### src/rtl/ex_mem_reg.sv
// EX/MEM pipeline register: 1-cycle latency, no combinational in->out path.
// Holds on debug freeze or stall, loads a bubble on flush, and gates misaligned memory ops.
module ex_mem_reg #(
   parameter int NB_WIDTH = 32,
   parameter int NB_REG   = 5
) (
   input  logic                i_clk,
   input  logic                i_reset,
   input  logic                i_enable,
   input  logic                i_stall,
   input  logic                i_flush,
   input  logic [NB_WIDTH-1:0] i_pc,
   input  logic [NB_WIDTH-1:0] i_alu_result,
   input  logic [NB_WIDTH-1:0] i_store_data,
   input  logic [NB_REG-1:0]   i_rd_addr,
   input  logic                i_mem_read,
   input  logic                i_mem_write,
   input  logic [2:0]          i_BHW,
   input  logic                i_reg_write,
   input  logic                i_mem_to_reg,
   input  logic                i_halt,
   output logic [NB_WIDTH-1:0] o_pc,
   output logic [NB_WIDTH-1:0] o_mem_addr,
   output logic [NB_WIDTH-1:0] o_mem_data,
   output logic [NB_REG-1:0]   o_rd_addr,
   output logic                o_mem_read,
   output logic                o_mem_write,
   output logic [2:0]          o_BHW,
   output logic                o_reg_write,
   output logic                o_mem_to_reg,
   output logic                o_halt,
   output logic                o_valid,
   output logic                o_misaligned,
   output logic [NB_WIDTH-1:0] o_bad_addr
);

   logic [NB_WIDTH-1:0] pc_q, pc_d;
   logic [NB_WIDTH-1:0] mem_addr_q, mem_addr_d;
   logic [NB_WIDTH-1:0] mem_data_q, mem_data_d;
   logic [NB_REG-1:0]   rd_addr_q, rd_addr_d;
   logic                mem_read_q, mem_read_d;
   logic                mem_write_q, mem_write_d;
   logic [2:0]          bhw_q, bhw_d;
   logic                reg_write_q, reg_write_d;
   logic                mem_to_reg_q, mem_to_reg_d;
   logic                halt_q, halt_d;
   logic                valid_q, valid_d;
   logic                misaligned_q, misaligned_d;
   logic [NB_WIDTH-1:0] bad_addr_q, bad_addr_d;

   logic                aligned;
   logic                misaligned_in;

   // Undefined size codes are treated as word accesses for the alignment check.
   always_comb begin
      aligned = 1'b1;
      case (i_BHW)
         3'b000, 3'b100: aligned = 1'b1;
         3'b001, 3'b101: aligned = (i_alu_result[0] == 1'b0);
         default:        aligned = (i_alu_result[1:0] == 2'b00);
      endcase
      misaligned_in = (i_mem_read | i_mem_write) & ~aligned;
   end

   always_comb begin
      pc_d         = pc_q;
      mem_addr_d   = mem_addr_q;
      mem_data_d   = mem_data_q;
      rd_addr_d    = rd_addr_q;
      mem_read_d   = mem_read_q;
      mem_write_d  = mem_write_q;
      bhw_d        = bhw_q;
      reg_write_d  = reg_write_q;
      mem_to_reg_d = mem_to_reg_q;
      halt_d       = halt_q;
      valid_d      = valid_q;
      misaligned_d = misaligned_q;
      bad_addr_d   = bad_addr_q;
      if (i_enable) begin
         if (i_flush) begin
            pc_d         = '0;
            mem_addr_d   = '0;
            mem_data_d   = '0;
            rd_addr_d    = '0;
            mem_read_d   = 1'b0;
            mem_write_d  = 1'b0;
            bhw_d        = 3'b000;
            reg_write_d  = 1'b0;
            mem_to_reg_d = 1'b0;
            halt_d       = 1'b0;
            valid_d      = 1'b0;
         end else if (!i_stall) begin
            pc_d         = i_pc;
            mem_addr_d   = i_alu_result;
            mem_data_d   = i_store_data;
            rd_addr_d    = i_rd_addr;
            mem_read_d   = i_mem_read & ~misaligned_in;
            mem_write_d  = i_mem_write & ~misaligned_in;
            bhw_d        = i_BHW;
            reg_write_d  = i_reg_write & ~misaligned_in;
            mem_to_reg_d = i_mem_to_reg;
            halt_d       = i_halt;
            valid_d      = 1'b1;
            if (misaligned_in) begin
               misaligned_d = 1'b1;
               if (!misaligned_q) bad_addr_d = i_alu_result;
            end
         end
      end
   end

   always_ff @(posedge i_clk) begin
      if (i_reset) begin
         pc_q         <= '0;
         mem_addr_q   <= '0;
         mem_data_q   <= '0;
         rd_addr_q    <= '0;
         mem_read_q   <= 1'b0;
         mem_write_q  <= 1'b0;
         bhw_q        <= 3'b000;
         reg_write_q  <= 1'b0;
         mem_to_reg_q <= 1'b0;
         halt_q       <= 1'b0;
         valid_q      <= 1'b0;
         misaligned_q <= 1'b0;
         bad_addr_q   <= '0;
      end else begin
         pc_q         <= pc_d;
         mem_addr_q   <= mem_addr_d;
         mem_data_q   <= mem_data_d;
         rd_addr_q    <= rd_addr_d;
         mem_read_q   <= mem_read_d;
         mem_write_q  <= mem_write_d;
         bhw_q        <= bhw_d;
         reg_write_q  <= reg_write_d;
         mem_to_reg_q <= mem_to_reg_d;
         halt_q       <= halt_d;
         valid_q      <= valid_d;
         misaligned_q <= misaligned_d;
         bad_addr_q   <= bad_addr_d;
      end
   end

   assign o_pc         = pc_q;
   assign o_mem_addr   = mem_addr_q;
   assign o_mem_data   = mem_data_q;
   assign o_rd_addr    = rd_addr_q;
   assign o_mem_read   = mem_read_q;
   assign o_mem_write  = mem_write_q;
   assign o_BHW        = bhw_q;
   assign o_reg_write  = reg_write_q;
   assign o_mem_to_reg = mem_to_reg_q;
   assign o_halt       = halt_q;
   assign o_valid      = valid_q;
   assign o_misaligned = misaligned_q;
   assign o_bad_addr   = bad_addr_q;

endmodule

### config.mk
export PLATFORM = sky130hd
export DESIGN_NAME = ex_mem_reg
export DESIGN_NICKNAME = d
export VERILOG_FILES = /design/src/rtl/ex_mem_reg.sv
export SDC_FILE = /design/constraint.sdc
export NUM_CORES = 1
export LEC_CHECK = 0
export BUFFER_PORTS_ARGS = -buffer_cell sky130_fd_sc_hd__buf_2
export CORE_ASPECT_RATIO = 0.7
export CORE_MARGIN = 2
export CORE_UTILIZATION = 30
export DETAILED_ROUTE_END_ITERATION = 8
export GPL_TIMING_DRIVEN = 1
export PLACE_DENSITY = 0.59
export SETUP_SLACK_MARGIN = 0.4
export SLEW_MARGIN = 20
export SYNTH_ARGS = -nofsm -noshare
export SYNTH_HDL_FRONTEND = slang
export SYNTH_SLANG_ARGS = --single-unit
### constraint.sdc
create_clock -name i_clk -period 1.7 [get_ports i_clk]
set_input_delay 0.085 -clock i_clk [delete_from_list [all_inputs] [get_ports i_clk]]
set_output_delay 0.085 -clock i_clk [all_outputs]
set_load 0.005 [all_outputs]
Word-level counts from Yosys, hierarchy flattened
Index checks and enable logic that the tools add are counted.
Word-level totals
  input port bits: 114
  register bits: 143
Cells by class
  mux-type cells: 23
  bitwise gates (word level): 11
  reduce and logical (&&, ||, !) cells: 7
  equal/unequal tests: 4
Operators with widths (number)
  $mux 32: 6
  $mux 1: 12
  $mux 5: 2
  $eq 3x3->1 const B: 2
  $mux 3: 2
  $not 1->1: 6
  $reduce_and 5->1: 1
  $and 1x1->1: 4
  $reduce_and 4->1: 1
  $reduce_or 2->1: 2
  $eq 3x1->1 const B: 1
  $logic_not 3->1: 1
  $logic_not 2->1: 1
  $ne 2x1->1 const B: 1
  $pmux 1 s2: 1
  $reduce_and 2->1: 1
  $or 1x1->1: 1

Depth between registers and ports, before layout
  depth after elaboration: 9
  mapped depth: 6
  depth with buffers taken out: 3

Worst setup path after synthesis
Ideal clock, no wire load.
  path kind: input to register
  start: input port i_flush
  end: register bad_addr_q[10], in the netlist o_bad_addr[10]
  library setup time: 72 ps
  path buffers: 1
  slack: 322 ps
  cell stages on the path: 4
  required time: 1628 ps
  arrival: 1307 ps
  path through: or3b_4 -> nor4_4 -> buf_6 -> mux2i_1
Between the ends
  cells in the longest elaborated chain, start to end: 2
Ends and longest elaborated chain
  start, declared: line 11  | input logic i_flush,
  $not 1->1 (no source line)
  $reduce_and 5->1 (no source line)
  end signal, assigned: line 140  | bad_addr_q <= bad_addr_d;
  end, declared: line 49  | logic [NB_WIDTH-1:0] bad_addr_q, bad_addr_d;
No other way between the ends.
A chain may end at the register's enable or synchronous reset.

Worst setup path after layout
  start: register misaligned_q, in the netlist o_misaligned
  end: register bad_addr_q[16], in the netlist o_bad_addr[16]
Between the ends
  cells in the longest elaborated chain, start to end: 2
Ends and longest elaborated chain
  start, declared: line 48  | logic misaligned_q, misaligned_d;
  start signal, assigned: line 139  | misaligned_q <= misaligned_d;
  $not 1->1 (no source line)
  $reduce_and 5->1 (no source line)
No other way between the ends.

==> tab_implementation.tex <==
\begin{tabular}{lr}
\hline
Metric & Value \\
\hline
\multicolumn{2}{l}{\textbf{Status}} \\
\quad Outcome & finished, final reports clean \\
\multicolumn{2}{l}{\textbf{Critical path}} \\
\quad Number of cells on the worst reg-to-reg path & 4 \\
\quad Critical path peak fanout & 6 \\
\quad Destination of the critical timing path & o\_bad\_addr[16]\$\_SDFFE\_PP0P\_ \\
\quad Crit path arrival time & 1.62 ns \\
\quad Critical Path Start & o\_misaligned\$\_SDFFE\_PP0P\_ \\
\quad Crit Path Category & reg -> reg \\
\quad Worst EP required & 2.03 ns \\
\quad FF-to-FF setup slack & 0.41 ns \\
\quad Worst R2R End & o\_bad\_addr[16]\$\_SDFFE\_PP0P\_ \\
\quad CP Launch Type & register \\
\quad Reg-to-reg startpoint & o\_misaligned\$\_SDFFE\_PP0P\_ \\
\quad Endpoint class of the critical path & register \\
\multicolumn{2}{l}{\textbf{Clock network}} \\
\quad Root Driver & sky130\_fd\_sc\_hd\_\_clkbuf\_16 \\
\quad Cts bufs inserted & 17 \\
\quad Clock network latency to the later pin of the worst-skew pair & 0.41 ns \\
\quad Buffer levels on the longest clock path & 2 \\
\quad Clock sink count & 143 \\
\quad Clock edge transition at the registers on the reported setup and hold paths & 0.06 ns \\
\quad CTS HTree Levels & 4 \\
\quad CTS tree & done \\
\multicolumn{2}{l}{\textbf{Floorplan}} \\
\quad Number of standard-cell rows in the floorplan & 41 \\
\quad Die Y-Extent & 117 um \\
\quad Starting Density & 0.304 \\
\quad Total Die Area & 0.0192 sq mm \\
\quad X dimension of the die & 165 um \\
\quad IO Pins & 257 \\
\quad Core Footprint & 0.0179 sq mm \\
\multicolumn{2}{l}{\textbf{Power and ir drop}} \\
\quad Worst voltage drop across the vdd grid & 518 uV \\
\quad Total power divided by cell area & 893 mW/mm\^{}2 \\
\quad Static leakage & 3.73 nW \\
\multicolumn{2}{l}{\textbf{Final layout}} \\
\quad Commonest non-fill, non-tap cells in the layout & sky130\_fd\_sc\_hd\_\_buf\_2, sky130\_fd\_sc\_hd\_\_dfxtp\_1, sky130\_fd\_sc\_hd\_\_o21ai\_0, sky130\_fd\_sc\_hd\_\_a21oi\_1, sky130\_fd\_sc\_hd\_\_dlygate4sd3\_1 \\
\quad Ant diodes & 0 \\
\quad Final net count & 1,092 \\
\quad Final design utilization & 0.487 \\
\quad Final std cells w/o fill & 1,227 \\
\quad Synthesis-to-layout area growth & 60.2\% \\
\quad Share of post-route cells with drive strength above 1 & 0.313 \\
\quad Commonest non-fill, non-tap cell in the layout & sky130\_fd\_sc\_hd\_\_buf\_2 \\
\multicolumn{2}{l}{\textbf{Yosys}} \\
\quad Fraction of the yosys area taken by sequential cells & 0.527 \\
\quad Combined area of all synthesized cells & 0.00543 sq mm \\
\quad Ranking of synthesized cells by area & sky130\_fd\_sc\_hd\_\_dfxtp\_1, sky130\_fd\_sc\_hd\_\_a21oi\_1, sky130\_fd\_sc\_hd\_\_o21ai\_0 \\
\quad Area share of the leading cell type in the synthesized netlist & 0.527 \\
\quad Library cells used by synthesis & 20 \\
\quad Mean post-synth cell area & 8.54 sq um \\
\quad YS warnings & 0 \\
\quad Most area-hungry cell type in the Yosys netlist & sky130\_fd\_sc\_hd\_\_dfxtp\_1 \\
\quad Gate Count Post-Synth & 636 \\
\quad Total nets after synthesis & 750 \\
\quad Count of state elements after synthesis & 143 \\
\multicolumn{2}{l}{\textbf{Global route}} \\
\quad Remaining Overflow, GRT & 0 \\
\quad Pin count of the biggest net entering global routing & 111 \\
\quad GRT Total Usage & 0.174 \\
\quad Antenna violations before repair & 0 \\
\quad Via count of the first global-routing pass & 5,328 \\
\quad Global-route wire length before repair & 26.6 mm \\
\multicolumn{2}{l}{\textbf{Routing}} \\
\quad Iter 0 DRT Violations & 420 \\
\quad Routed wl met2 & 7.93 mm \\
\quad Drt total wl & 17.7 mm \\
\quad First-pass iteration count of the detailed router & 4 \\
\quad Drc violations & 0 \\
\quad Wire length on met1 & 8.19 mm \\
\quad Detailed-routed wire length on met3 & 1.38 mm \\
\quad Remaining number of nets flagged by the antenna check after routing & 0 \\
\quad Highest routing layer actually used & met4 \\
\quad Vias per Instance & 4.60 \\
\quad Final routed wire length divided by cell count & 14.5 um \\
\quad Total number of vias & 5,639 \\
\multicolumn{2}{l}{\textbf{Timing}} \\
\quad Post-route clock skew & 0.00874 ns \\
\quad Max Slew Vio Count & 0 \\
\quad Endpoints failing hold & 0 \\
\quad Highest attainable clock frequency & 0.773 GHz \\
\quad Slew headroom & 0.655 \\
\quad Fraction of the cycle the final worst path needs & 0.761 \\
\quad RSZ-0062 raised after global routing & false \\
\quad Final setup violation count & 0 \\
\quad Total Negative Setup Slacks & 0 ns \\
\quad Measured slew at the worst slew-check pin & 0.518 ns \\
\quad Clock period minus final worst setup slack & 1.29 ns \\
\quad Hold\_ws & 0.0799 ns \\
\multicolumn{2}{l}{\textbf{Hold path}} \\
\quad Hold WC Path Type & in -> reg \\
\quad Cell count of the worst hold path & 3 \\
\multicolumn{2}{l}{\textbf{Placed design}} \\
\quad Placed cell count & 1,080 \\
\quad HPWL after detailed placement & 10.5 mm \\
\quad GP Congestion & 0.751 \\
\quad Port bufs & 256 \\
\multicolumn{2}{l}{\textbf{Flow run}} \\
\quad Maxcap violations & 0 \\
\hline
\end{tabular}
[worst min path at each step]
stage                                        to              from  slack [ns]
floorplan                 o_BHW[0]$_SDFFE_PP0P_          i_BHW[0]        0.22
global placement    o_mem_data[14]$_SDFFE_PP0P_  i_store_data[14]        0.33
detailed placement  o_mem_data[15]$_SDFFE_PP0P_  i_store_data[15]        0.33
CTS                        o_valid$_SDFFE_PP0P_           i_stall        0.06
global route               o_valid$_SDFFE_PP0P_           i_stall        0.08
finish                     o_valid$_SDFFE_PP0P_           i_stall        0.08
[routing by layer]
layer / global-route usage / up-vias
li1: - / 2826
met1: 0.222 / 2598
met2: 0.279 / 196
met3: 0.0565 / 19
met4: 0.0586 / 0
met5: 0 / -
[through the flow]
step | total power, mW | cell area (sq um) | worst slack (ns)
after CTS | 7.85 | 8580 | 0.430
after global placement | 4.18 | 6950 | 0.186
after detailed placement | 4.18 | 6950 | 0.129
after floorplan | 3.84 | 5430 | 0.322
final | 7.77 | 8700 | 0.406
after global routing | 8.09 | 8700 | 0.385
[power by group]
part / switching [mW] / internal (mW) / total [mW]
logic: 0.393 / 0.454 / 0.848
clock network: 1.49 / 1.95 / 3.44
registers: 0.0379 / 3.44 / 3.47
total: 1.92 / 5.84 / 7.77
[worst max-delay path: stages, from the launching register on]
cell	delay [ns]
sky130_fd_sc_hd__dfxtp_1	0.35
sky130_fd_sc_hd__nor4_4	0.32
sky130_fd_sc_hd__buf_6	0.19
sky130_fd_sc_hd__buf_12	0.14
sky130_fd_sc_hd__mux2i_1	0.22
[kinds of logic after synthesis]
logic type | synth area share
simple gates | 0.157
flops | 0.527
compound gates | 0.211
buf+inv | 0.0454
mux | 0.0590
[cells in the mapped netlist (all sizes together)]
library cell	count
clkbuf	50
nand2	106
or3b	1
a21oi	111
and2b	1
o22ai	1
nand2b	64
nor4	1
o21ba	1
inv	1
nor3b	1
mux2i	32
nor3	1
buf	8
nor2	1
o21ai	110
dfxtp	143
o211ai	3
[cell type report]
type,count,area (sq um)
Multi-Input combinational cell,434,2330
Clock buffer,20,457
Sequential cell,143,2860
Inverter,1,3.75
Timing Repair Buffer,381,2660
Tap cell,236,295
Fill cell,1698,9160
Clock inverter,12,85.1
[repair_timing]
action,4_1_cts,5_1_grt
hold endpoints to repair,141,0
endpoints found under the setup margin,0,22
setup buffers,0,3
hold buffers,109,0
resized for setup,0,11
No activity file was read; power rests on OpenSTA's default activity.
